**config.mk**
```make
export PLATFORM = sky130hd
export DESIGN_NAME = sym_decision_stats_flat
export DESIGN_NICKNAME = d
export VERILOG_FILES = /design/src/rtl/sym_decision_stats_pkg.sv /design/src/rtl/sym_decision_stats_if.sv /design/src/rtl/sym_decision_stats_slice.sv /design/src/rtl/sym_decision_stats.sv /design/src/flat_wrapper.sv
export SDC_FILE = /design/constraint.sdc
export NUM_CORES = 2
export LEC_CHECK = 0
export CORE_MARGIN = 2
export CORE_UTILIZATION = 53
export DETAILED_ROUTE_END_ITERATION = 10
export GPL_ROUTABILITY_DRIVEN = 0
export PLACE_DENSITY = 0.71
export SLEW_MARGIN = 20
export SYNTH_ARGS = -nofsm -noshare
export SYNTH_HDL_FRONTEND = slang
export SYNTH_SLANG_ARGS = --single-unit
```
**constraint.sdc**
```tcl
create_clock -name sys_clk -period 16.8 [get_ports sys_clk]
set_clock_uncertainty 0.15 [all_clocks]
set_input_delay 5.04 -clock sys_clk [delete_from_list [all_inputs] [get_ports sys_clk]]
set_output_delay 5.04 -clock sys_clk [all_outputs]
set_load 0.02 [all_outputs]
```
**src/rtl/sym_decision_stats_pkg.sv**
```systemverilog
// Shared constants and helpers for the 4-ASK decision/statistics stage.
package sym_stats_pkg;

  localparam int W_SAMP = 18;   // 1s17 sample width
  localparam int W_FRAC = 17;   // magnitude bits of a 1s17 sample
  localparam int W_SQ   = 36;   // squared-error width, unsigned 2s34

  localparam logic [1:0] SL_M3 = 2'b00;
  localparam logic [1:0] SL_M1 = 2'b01;
  localparam logic [1:0] SL_P1 = 2'b10;
  localparam logic [1:0] SL_P3 = 2'b11;

  // Symmetric clamp so the error never takes the lone -1.0 code.
  function automatic logic signed [W_SAMP-1:0] sat18(input logic signed [W_SAMP:0] v);
    if (v > 19'sd131071) begin
      return 18'sd131071;
    end else if (v < -19'sd131071) begin
      return -18'sd131071;
    end else begin
      return v[W_SAMP-1:0];
    end
  endfunction

endpackage

```
**src/rtl/sym_decision_stats_if.sv**
```systemverilog
// Sample stream in, decisions and block statistics out.
interface sym_decision_stats_if;
  import sym_stats_pkg::*;

  logic                     sam_clk_en;
  logic                     sym_clk_en;
  logic signed [W_SAMP-1:0] mf_in;
  logic [1:0]               phase_sel;
  logic                     clr;

  logic signed [W_SAMP-1:0] dec_var;
  logic [1:0]               slice;
  logic signed [W_SAMP-1:0] error;
  logic signed [W_SAMP-1:0] ref_lvl;
  logic signed [W_SAMP-1:0] err_avg;
  logic [W_SQ-1:0]          err_sq_avg;
  logic                     done;

  modport master (
    output sam_clk_en, sym_clk_en, mf_in, phase_sel, clr,
    input  dec_var, slice, error, ref_lvl, err_avg, err_sq_avg, done
  );

  modport slave (
    input  sam_clk_en, sym_clk_en, mf_in, phase_sel, clr,
    output dec_var, slice, error, ref_lvl, err_avg, err_sq_avg, done
  );

endinterface

```
**src/rtl/sym_decision_stats_slice.sv**
```systemverilog
// Combinational 4-ASK slicer: decision variable and reference level R
// give the slice code and the ideal level for that code (+-R/2, +-3R/2).
module ask4_slice
  import sym_stats_pkg::*;
(
  input  logic signed [W_SAMP-1:0] dec_var,
  input  logic signed [W_SAMP-1:0] ref_lvl,
  output logic [1:0]               code,
  output logic signed [W_SAMP:0]   mapped
);

  logic signed [W_SAMP:0] dx;
  logic signed [W_SAMP:0] rx;
  logic signed [W_SAMP:0] half;
  logic signed [W_SAMP:0] outer;

  assign dx    = {dec_var[W_SAMP-1], dec_var};
  assign rx    = {ref_lvl[W_SAMP-1], ref_lvl};
  assign half  = rx >>> 1;
  assign outer = rx + half;

  // Threshold compare against 0 and +-R, picking the matching level.
  always_comb begin
    code   = SL_M3;
    mapped = -outer;
    if (dx >= rx) begin
      code   = SL_P3;
      mapped = outer;
    end else if (dx >= 19'sd0) begin
      code   = SL_P1;
      mapped = half;
    end else if (dx >= -rx) begin
      code   = SL_M1;
      mapped = -half;
    end
  end

endmodule

```
**src/rtl/sym_decision_stats.sv**
```systemverilog
// Symbol phase pick, slicing, and per-block magnitude/error statistics.
// Three-stage pipeline: pick (v1) -> slice/error (v2) -> accumulate.
module sym_decision_stats
  import sym_stats_pkg::*;
#(
  parameter int                       ACC_LOG2 = 10,
  parameter logic signed [W_SAMP-1:0] REF_INIT = 18'sd32768
) (
  input logic                 sys_clk,
  input logic                 reset,
  sym_decision_stats_if.slave bus
);

  localparam int MW = W_FRAC + ACC_LOG2;
  localparam int EW = W_SAMP + ACC_LOG2;
  localparam int SW = W_SQ + ACC_LOG2;

  logic signed [W_SAMP-1:0] d [4];

  logic signed [W_SAMP-1:0] dec_var_q;
  logic [1:0]               slice_q;
  logic signed [W_SAMP-1:0] error_q;
  logic signed [W_SAMP-1:0] ref_lvl_q;
  logic signed [W_SAMP-1:0] err_avg_q;
  logic [W_SQ-1:0]          err_sq_avg_q;
  logic                     done_q;
  logic                     v1;
  logic                     v2;

  logic [ACC_LOG2-1:0]      sym_cnt;
  logic [MW-1:0]            mag_acc;
  logic [MW-1:0]            mag_next;
  logic signed [EW-1:0]     err_acc;
  logic signed [EW-1:0]     err_next;
  logic [SW-1:0]            sq_acc;
  logic [SW-1:0]            sq_next;

  logic [1:0]               sl_code;
  logic signed [W_SAMP:0]   mapped;
  logic signed [W_SAMP:0]   dec_wide;
  logic signed [W_SAMP:0]   err_wide;
  logic signed [W_SAMP-1:0] err_sat;
  logic [W_FRAC-1:0]        mag_term;
  logic signed [W_SQ-1:0]   err_ext;
  logic signed [W_SQ-1:0]   sq_term;

  ask4_slice u_slice (
    .dec_var (dec_var_q),
    .ref_lvl (ref_lvl_q),
    .code    (sl_code),
    .mapped  (mapped)
  );

  assign dec_wide = {dec_var_q[W_SAMP-1], dec_var_q};
  assign err_wide = dec_wide - mapped;
  assign err_sat  = sat18(err_wide);

  // Magnitude kept to 17 bits; a full-scale negative input folds to zero.
  assign mag_term = dec_var_q[W_SAMP-1] ? W_FRAC'(-dec_var_q) : W_FRAC'(dec_var_q);
  assign err_ext  = {{(W_SQ-W_SAMP){error_q[W_SAMP-1]}}, error_q};
  assign sq_term  = err_ext * err_ext;

  assign mag_next = mag_acc + MW'(mag_term);
  assign err_next = err_acc + $signed({{ACC_LOG2{error_q[W_SAMP-1]}}, error_q});
  assign sq_next  = sq_acc + SW'($unsigned(sq_term));

  // Four-tap sample delay line, advanced on every sample strobe.
  always_ff @(posedge sys_clk or posedge reset) begin
    if (reset) begin
      for (int k = 0; k < 4; k++) d[k] <= '0;
    end else if (bus.sam_clk_en) begin
      d[0] <= bus.mf_in;
      for (int k = 1; k < 4; k++) d[k] <= d[k-1];
    end
  end

  // Phase pick on the symbol strobe, then slice and error one cycle later.
  always_ff @(posedge sys_clk or posedge reset) begin
    if (reset) begin
      dec_var_q <= '0;
      slice_q   <= SL_M3;
      error_q   <= '0;
      v1        <= 1'b0;
      v2        <= 1'b0;
    end else begin
      v1 <= bus.sym_clk_en & ~bus.clr;
      v2 <= v1 & ~bus.clr;
      if (bus.sym_clk_en) dec_var_q <= d[bus.phase_sel];
      if (v1) begin
        slice_q <= sl_code;
        error_q <= err_sat;
      end
    end
  end

  // Block accumulation; the final symbol is folded into the latched averages.
  always_ff @(posedge sys_clk or posedge reset) begin
    if (reset) begin
      sym_cnt      <= '0;
      mag_acc      <= '0;
      err_acc      <= '0;
      sq_acc       <= '0;
      ref_lvl_q    <= REF_INIT;
      err_avg_q    <= '0;
      err_sq_avg_q <= '0;
      done_q       <= 1'b0;
    end else begin
      done_q <= 1'b0;
      if (bus.clr) begin
        sym_cnt <= '0;
        mag_acc <= '0;
        err_acc <= '0;
        sq_acc  <= '0;
      end else if (v2) begin
        if (sym_cnt == '1) begin
          ref_lvl_q    <= {1'b0, mag_next[MW-1:ACC_LOG2]};
          err_avg_q    <= err_next[EW-1:ACC_LOG2];
          err_sq_avg_q <= sq_next[SW-1:ACC_LOG2];
          done_q       <= 1'b1;
          sym_cnt      <= '0;
          mag_acc      <= '0;
          err_acc      <= '0;
          sq_acc       <= '0;
        end else begin
          sym_cnt <= sym_cnt + ACC_LOG2'(1);
          mag_acc <= mag_next;
          err_acc <= err_next;
          sq_acc  <= sq_next;
        end
      end
    end
  end

  assign bus.dec_var    = dec_var_q;
  assign bus.slice      = slice_q;
  assign bus.error      = error_q;
  assign bus.ref_lvl    = ref_lvl_q;
  assign bus.err_avg    = err_avg_q;
  assign bus.err_sq_avg = err_sq_avg_q;
  assign bus.done       = done_q;

endmodule
```
**src/flat_wrapper.sv**
```systemverilog
// flat-port wrapper written by rule: the top's interface ports become plain ports
module sym_decision_stats_flat import sym_stats_pkg::*;
#(
  parameter int                       ACC_LOG2 = 10,
  parameter logic signed [W_SAMP-1:0] REF_INIT = 18'sd32768
)
  (sys_clk, reset, bus_sam_clk_en, bus_sym_clk_en, bus_mf_in, bus_phase_sel, bus_clr, bus_dec_var, bus_slice, bus_error, bus_ref_lvl, bus_err_avg, bus_err_sq_avg, bus_done);
  sym_decision_stats_if bus_i ();
  input logic sys_clk;
  input logic reset;
  input wire logic [$bits(bus_i.sam_clk_en)-1:0] bus_sam_clk_en;
  input wire logic [$bits(bus_i.sym_clk_en)-1:0] bus_sym_clk_en;
  input wire logic [$bits(bus_i.mf_in)-1:0] bus_mf_in;
  input wire logic [$bits(bus_i.phase_sel)-1:0] bus_phase_sel;
  input wire logic [$bits(bus_i.clr)-1:0] bus_clr;
  output wire logic [$bits(bus_i.dec_var)-1:0] bus_dec_var;
  output wire logic [$bits(bus_i.slice)-1:0] bus_slice;
  output wire logic [$bits(bus_i.error)-1:0] bus_error;
  output wire logic [$bits(bus_i.ref_lvl)-1:0] bus_ref_lvl;
  output wire logic [$bits(bus_i.err_avg)-1:0] bus_err_avg;
  output wire logic [$bits(bus_i.err_sq_avg)-1:0] bus_err_sq_avg;
  output wire logic [$bits(bus_i.done)-1:0] bus_done;
  assign bus_i.sam_clk_en = bus_sam_clk_en;
  assign bus_i.sym_clk_en = bus_sym_clk_en;
  assign bus_i.mf_in = bus_mf_in;
  assign bus_i.phase_sel = bus_phase_sel;
  assign bus_i.clr = bus_clr;
  assign bus_dec_var = bus_i.dec_var;
  assign bus_slice = bus_i.slice;
  assign bus_error = bus_i.error;
  assign bus_ref_lvl = bus_i.ref_lvl;
  assign bus_err_avg = bus_i.err_avg;
  assign bus_err_sq_avg = bus_i.err_sq_avg;
  assign bus_done = bus_i.done;
  sym_decision_stats #(.ACC_LOG2(ACC_LOG2), .REF_INIT(REF_INIT)) u_core (.sys_clk(sys_clk), .reset(reset), .bus(bus_i));
endmodule
```
# After elaboration in Yosys (flattened, before gate mapping)
# Cells that the tools add are included.
# word_totals
register_bits,295
in_bits,25
out_inout_bits,111
elab_cells,68
# op_classes
n_addsub,10
n_mul,1
order_cmp,6
n_eq_ne,1
muxes,27
n_bitwise,4
reduce_logical,2
# ops
cell,n
$mux 46,3
$mux 28,3
$mux 27,3
$mux 18,4
$mux 19,3
$add 46x36->46,1
$bmux 18 s2,1
$mul 18x18->36,1
$mux 10,3
$add 28x18->28,1
$add 27x17->27,1
$ge 18x19->1,1
$gt 19x18->1 const B,1
$lt 19x18->1 const B,1
$neg 16->19,1
$neg 17->19,1
$neg 18->19,1
$sub 18x19->19,1
$add 17x16->18,1
$ge 18x1->1 const B,1
$ge 18x18->1,1
$mux 17,1
$neg 17->17,1
$add 10x1->10 const B,1
other kinds (9),14

# Logic depth before layout (Yosys ltp)
# depth
word_depth,9
ltp_mapped,39
depth_no_buf,36

# Hierarchy
# From an unflattened synthesis, not the netlist that was laid out.
# unflattened
hier_cells,3415
hier_area_um2,31881.8
# modules_own_cells
module,instances,cells_per_inst,area_each_um2,seq_area_each_um2
sym_decision_stats,1,2914,28293.4,7383.3
ask4_slice,1,501,3588.4,0.0

# Worst setup path after synthesis
# OpenSTA, ideal clock, no wires.
# synth_timing
path_type,register -> register
start,"register u_core.error_q[17], in the netlist u_core.bus.error[17]"
end,register u_core.sq_acc[40]
setup_time_ps,69
t_arrival_ps,8704
required_ps,16581
path_slack_ps,7877
path_stages_with_launch,35
path_buffers,4
period_less_slack_ps,8923
cell_sequence,dfrtp_1 clkbuf_1 clkbuf_1 nand2_1 fa_1 fa_1 inv_1 ha_1 inv_1 fa_1 inv_1 fa_1 inv_1 fa_1 inv_1 ha_1 a21o_1 a21o_1 a21oi_1 inv_1 a22o_1 a2111oi_0 nor3b_1 o31ai_1 mux2i_1 nand2_1 ha_1 clkbuf_1 nand2_1 nor2_1 o31ai_1 and2_1 buf_2 or4_1 nand3_1
# synth_via
elab_chain_len,5
# synth_rtl
item,line,text
start: declaration,sym_decision_stats.sv:22,logic signed [W_SAMP-1:0] error_q;
start signal: assignment,sym_decision_stats.sv:91,error_q <= err_sat;
$mul 18x18->36,sym_decision_stats.sv:61,assign sq_term = err_ext * err_ext;
$add 46x36->46,sym_decision_stats.sv:65,assign sq_next = sq_acc + SW'($unsigned(sq_term));
$mux 46,sym_decision_stats.sv:115,if (sym_cnt == '1) begin
$mux 46,sym_decision_stats.sv:114,end else if (v2) begin
$mux 46,sym_decision_stats.sv:109,if (bus.clr) begin
end signal: assignment,sym_decision_stats.sv:128,sq_acc <= sq_next;
end: declaration,sym_decision_stats.sv:35,logic [SW-1:0] sq_acc;
# Every way passes these cells. The select of a mux whose other input is x is not followed.
# A chain may end at the register's enable or synchronous reset.

# Final worst setup path
# layout_timing
start,"register u_core.error_q[9], in the netlist u_core.bus.error[9]"
end,"register u_core.err_sq_avg_q[26], in the netlist u_core.bus.err_sq_avg[26]"
# layout_via
elab_chain_len,2
# layout_rtl
item,line,text
$mul 18x18->36,sym_decision_stats.sv:61,
$add 46x36->46,sym_decision_stats.sv:65,
end signal: assignment,sym_decision_stats.sv:118,err_sq_avg_q <= sq_next[SW-1:ACC_LOG2];
end: declaration,sym_decision_stats.sv:25,logic [W_SQ-1:0] err_sq_avg_q;
# Every way passes these cells.

==> results by group <==
Status
  • Status: finished, final reports clean

Setup path
  • Slowest stage delay, CP: ~0.82 ns
  • WS Path Type: flop to flop
  • Most Frequent Cell on Critical Path: fa_1
  • Worst setup EP type: flop
  • Largest fanout on the critical path: 16
  • CP arrival: just over 10 ns
  • Buf+Inv Stages, Crit Path: 5
  • R2r setup slk: 6.92 ns
  • CP delay by family, top: adder cells
  • CP Launch Type: flop
  • Worst EP required: ~17 ns
  • Critical path's slowest cell: dfrtp_1

Synth
  • Top-area cell type share of the netlist area: a little under a quarter
  • Post-synth EDFFs: 0
  • Sequential fraction of the synthesis area: between 20% and 30%
  • Mapped Area: ~0.031 sq mm
  • Ranking of synthesized cells by area: dfrtp_1, fa_1, ha_1
  • Async SR Flop Fraction: 100%
  • Cell count after synthesis: about 3300
  • Synthesis Warnings: 0
  • Number of distinct library cells after synthesis: between 100 and 150
  • Yosys top cell by area: dfrtp_1
  • Syn avg cell area: around 9.4 sq um
  • Top FF cell, synth: dfrtp_1
  • Syn Nets: ~4000
  • Number of synthesized register bits: just under 300

Global routing
  • Initial antenna violation count: 2
  • Wire length of the first global-routing pass: ~130000 microns
  • Largest net degree at the start of global routing: ~180
  • Vias in the first global route: about 25000
  • Total gr overflow: 0
  • Global Route Usage Sum: between 20% and 30%

Floorplanning
  • Die area: just over 0.06 sq mm
  • Floorplan core area: between 0.05 and 0.06 sq mm
  • Die span in y: around 250 microns
  • Std-Cell Rows: around 90
  • # IOs: ~140
  • Chip width: 247 microns
  • Starting Density: 53.8%

Clocking
  • CTS resizes: 0
  • Max clock buf depth: 3
  • CTS hold repair buffers: 0
  • Clk slew on worst S/H paths: 0.06 ns
  • CTS root buf: clkbuf_16
  • Sink Count: just under 300
  • Clock latency at the later pin of the worst-skew pair: just under 0.6 ns
  • # H-tree levels: 2
  • CTS tree: built
  • Post-CTS setup buffer count: 0
  • CTS Buf Count: 37

Timing
  • Final min period: ~9.9 ns
  • Final slew viol count: 0
  • Fin crit share: around three fifths
  • RSZ-0062 raised after global routing: no
  • Final Hold Fails: 0
  • Max Freq: 101 MHz
  • Final setup fails: 0
  • Setup TNS Final: 0 ns
  • Slew @ Worst Pin: ~1.1 ns
  • Rel. slew slack: 25.8%

Layout
  • Commonest non-fill, non-tap cells in the layout: inv_1, nand2_1, fa_1
  • Area growth, synth to finish: 10.7%
  • Commonest non-fill, non-tap cell in the layout: inv_1
  • N_diodes: 0
  • Fillers: 5020
  • Nets: 4030
  • Layout cells sized above 1: 7.74%

Route
  • Drt pass-1 iters: 5
  • Via count: around 24000
  • DRC: 0
  • Via/cell ratio: approximately 5.7
  • Final wirelength: roughly 80000 microns
  • Post-route ant nets: 0
  • DR WL/cell: between 15 and 20 microns
  • Iteration-0 DRC Markers: approximately 1600

Worst hold path
  • Min-Delay Path Class: flop to flop

Run
  • Max Cap Viol: 0

Place
  • HPWL Detailed: approximately 60000 microns
  • IO buf count: around 130
synth_stat cells (all sizes together) (16+ instances only):
| library cell | count |
|---|---|
| or3 | 17 |
| ha | 282 |
| nor2 | 173 |
| o21a | 25 |
| a21oi | 149 |
| and2 | 48 |
| a211oi | 27 |
| nand4 | 21 |
| o31ai | 24 |
| nand2b | 22 |
| nor2b | 21 |
| mux2 | 103 |
| fa | 302 |
| a31oi | 25 |
| nand2 | 345 |
| nor3 | 46 |
| xor2 | 51 |
| a21o | 73 |
| a22o | 62 |
| o21ai | 160 |
| buf | 16 |
| dfrtp | 294 |
| o21bai | 22 |
| mux4 | 18 |
| nand3 | 50 |
| xnor2 | 148 |
| inv | 497 |
| and3 | 29 |
| clkbuf | 95 |
worst register-to-register path: cells and delay by family (launching register included):
family                     cells  cell delay, ns
AOI/OAI and AO/OA             14            3.22
xor gates and xnor gates       1            0.18
adders and majority gates      8            3.74
buffers and inverters          5            0.64
DFF                            1            0.82
and+or+nand+nor                4            0.97
flip-flops by register name, summed over array words and instances (netlist names):
| signal | flops |
|---|---|
| u_core.bus.err_avg | 18 |
| u_core.bus.dec_var | 18 |
| u_core.bus.done | 1 |
| u_core.v1 | 1 |
| u_core.sq_acc | 46 |
| u_core.sym_cnt | 10 |
| u_core.bus.slice | 2 |
| u_core.err_acc | 28 |
| u_core.bus.ref_lvl | 17 |
| u_core.d | 72 |
| u_core.bus.error | 18 |
| u_core.mag_acc | 27 |
| u_core.v2 | 1 |
| u_core.bus.err_sq_avg | 36 |
final cells by class:
class	instances	area (sq um)	area share, %
Clock inverter	17	241	0.698
Multi-Input combinational cell	2428	21600	62.3
Timing Repair Buffer	162	1560	4.51
Sequential cell	295	7380	21.3
Inverter	497	1870	5.41
Clock buffer	49	1010	2.92
Tap cell	765	957	2.77
per-layer routing:
metal / vias up / track usage (%) / part of all wire (%)
li1: 11400 / - / -
met1: 12000 / 39.4 / 46
met2: 642 / 43.8 / 45
met3: 131 / 3.90 / 6.1
met4: 0 / 7.25 / 2.4
met5: - / 0 / 0
path summary, 6_finish.rpt:
kind | endpoint | start | cells past startpoint
setup / recovery | u_core.bus.err_sq_avg[26] | u_core.bus.error[9] | 32
hold / removal | u_core.bus.err_avg[0] | u_core.bus.err_avg[0] | 2
setup reg to reg | u_core.bus.err_sq_avg[26] | u_core.bus.error[9] | 32
hold reg to reg | u_core.bus.err_avg[0] | u_core.bus.err_avg[0] | 2
max in group asynchronous | u_core.bus.err_avg[7] | reset | 4
min in group asynchronous | u_core.bus.err_sq_avg[19] | reset | 2
metrics by stage:
stage / util, % / worst slack, ns / cell area, sq um / instances / hold slack, ns
after floorplan: - / 3.46 / 31200 / 3332 / 0.296
after global placement: 57.5 / 7.18 / 33300 / 4147 / 0.312
after detailed placement: 57.5 / 7.11 / 33300 / 4147 / 0.313
after CTS: 59.6 / 7.04 / 34600 / 4213 / 0.329
after global routing: 59.6 / 6.38 / 34600 / 4213 / 0.355
final: 59.6 / 6.92 / 34600 / 4213 / 0.325
kinds of logic after synthesis:
kind of cell    synth area share (%)
compound gates                  15.0
xor+xnor                        5.58
fa+ha+maj                       30.6
buf+inv                         7.39
flops                           23.6
mux                             5.30
other cells                   0.0120
simple gates                    12.5
Power is left out: the tool's default activity adds up to more than one toggle a clock period on the data nets, which glitch-free logic cannot reach.
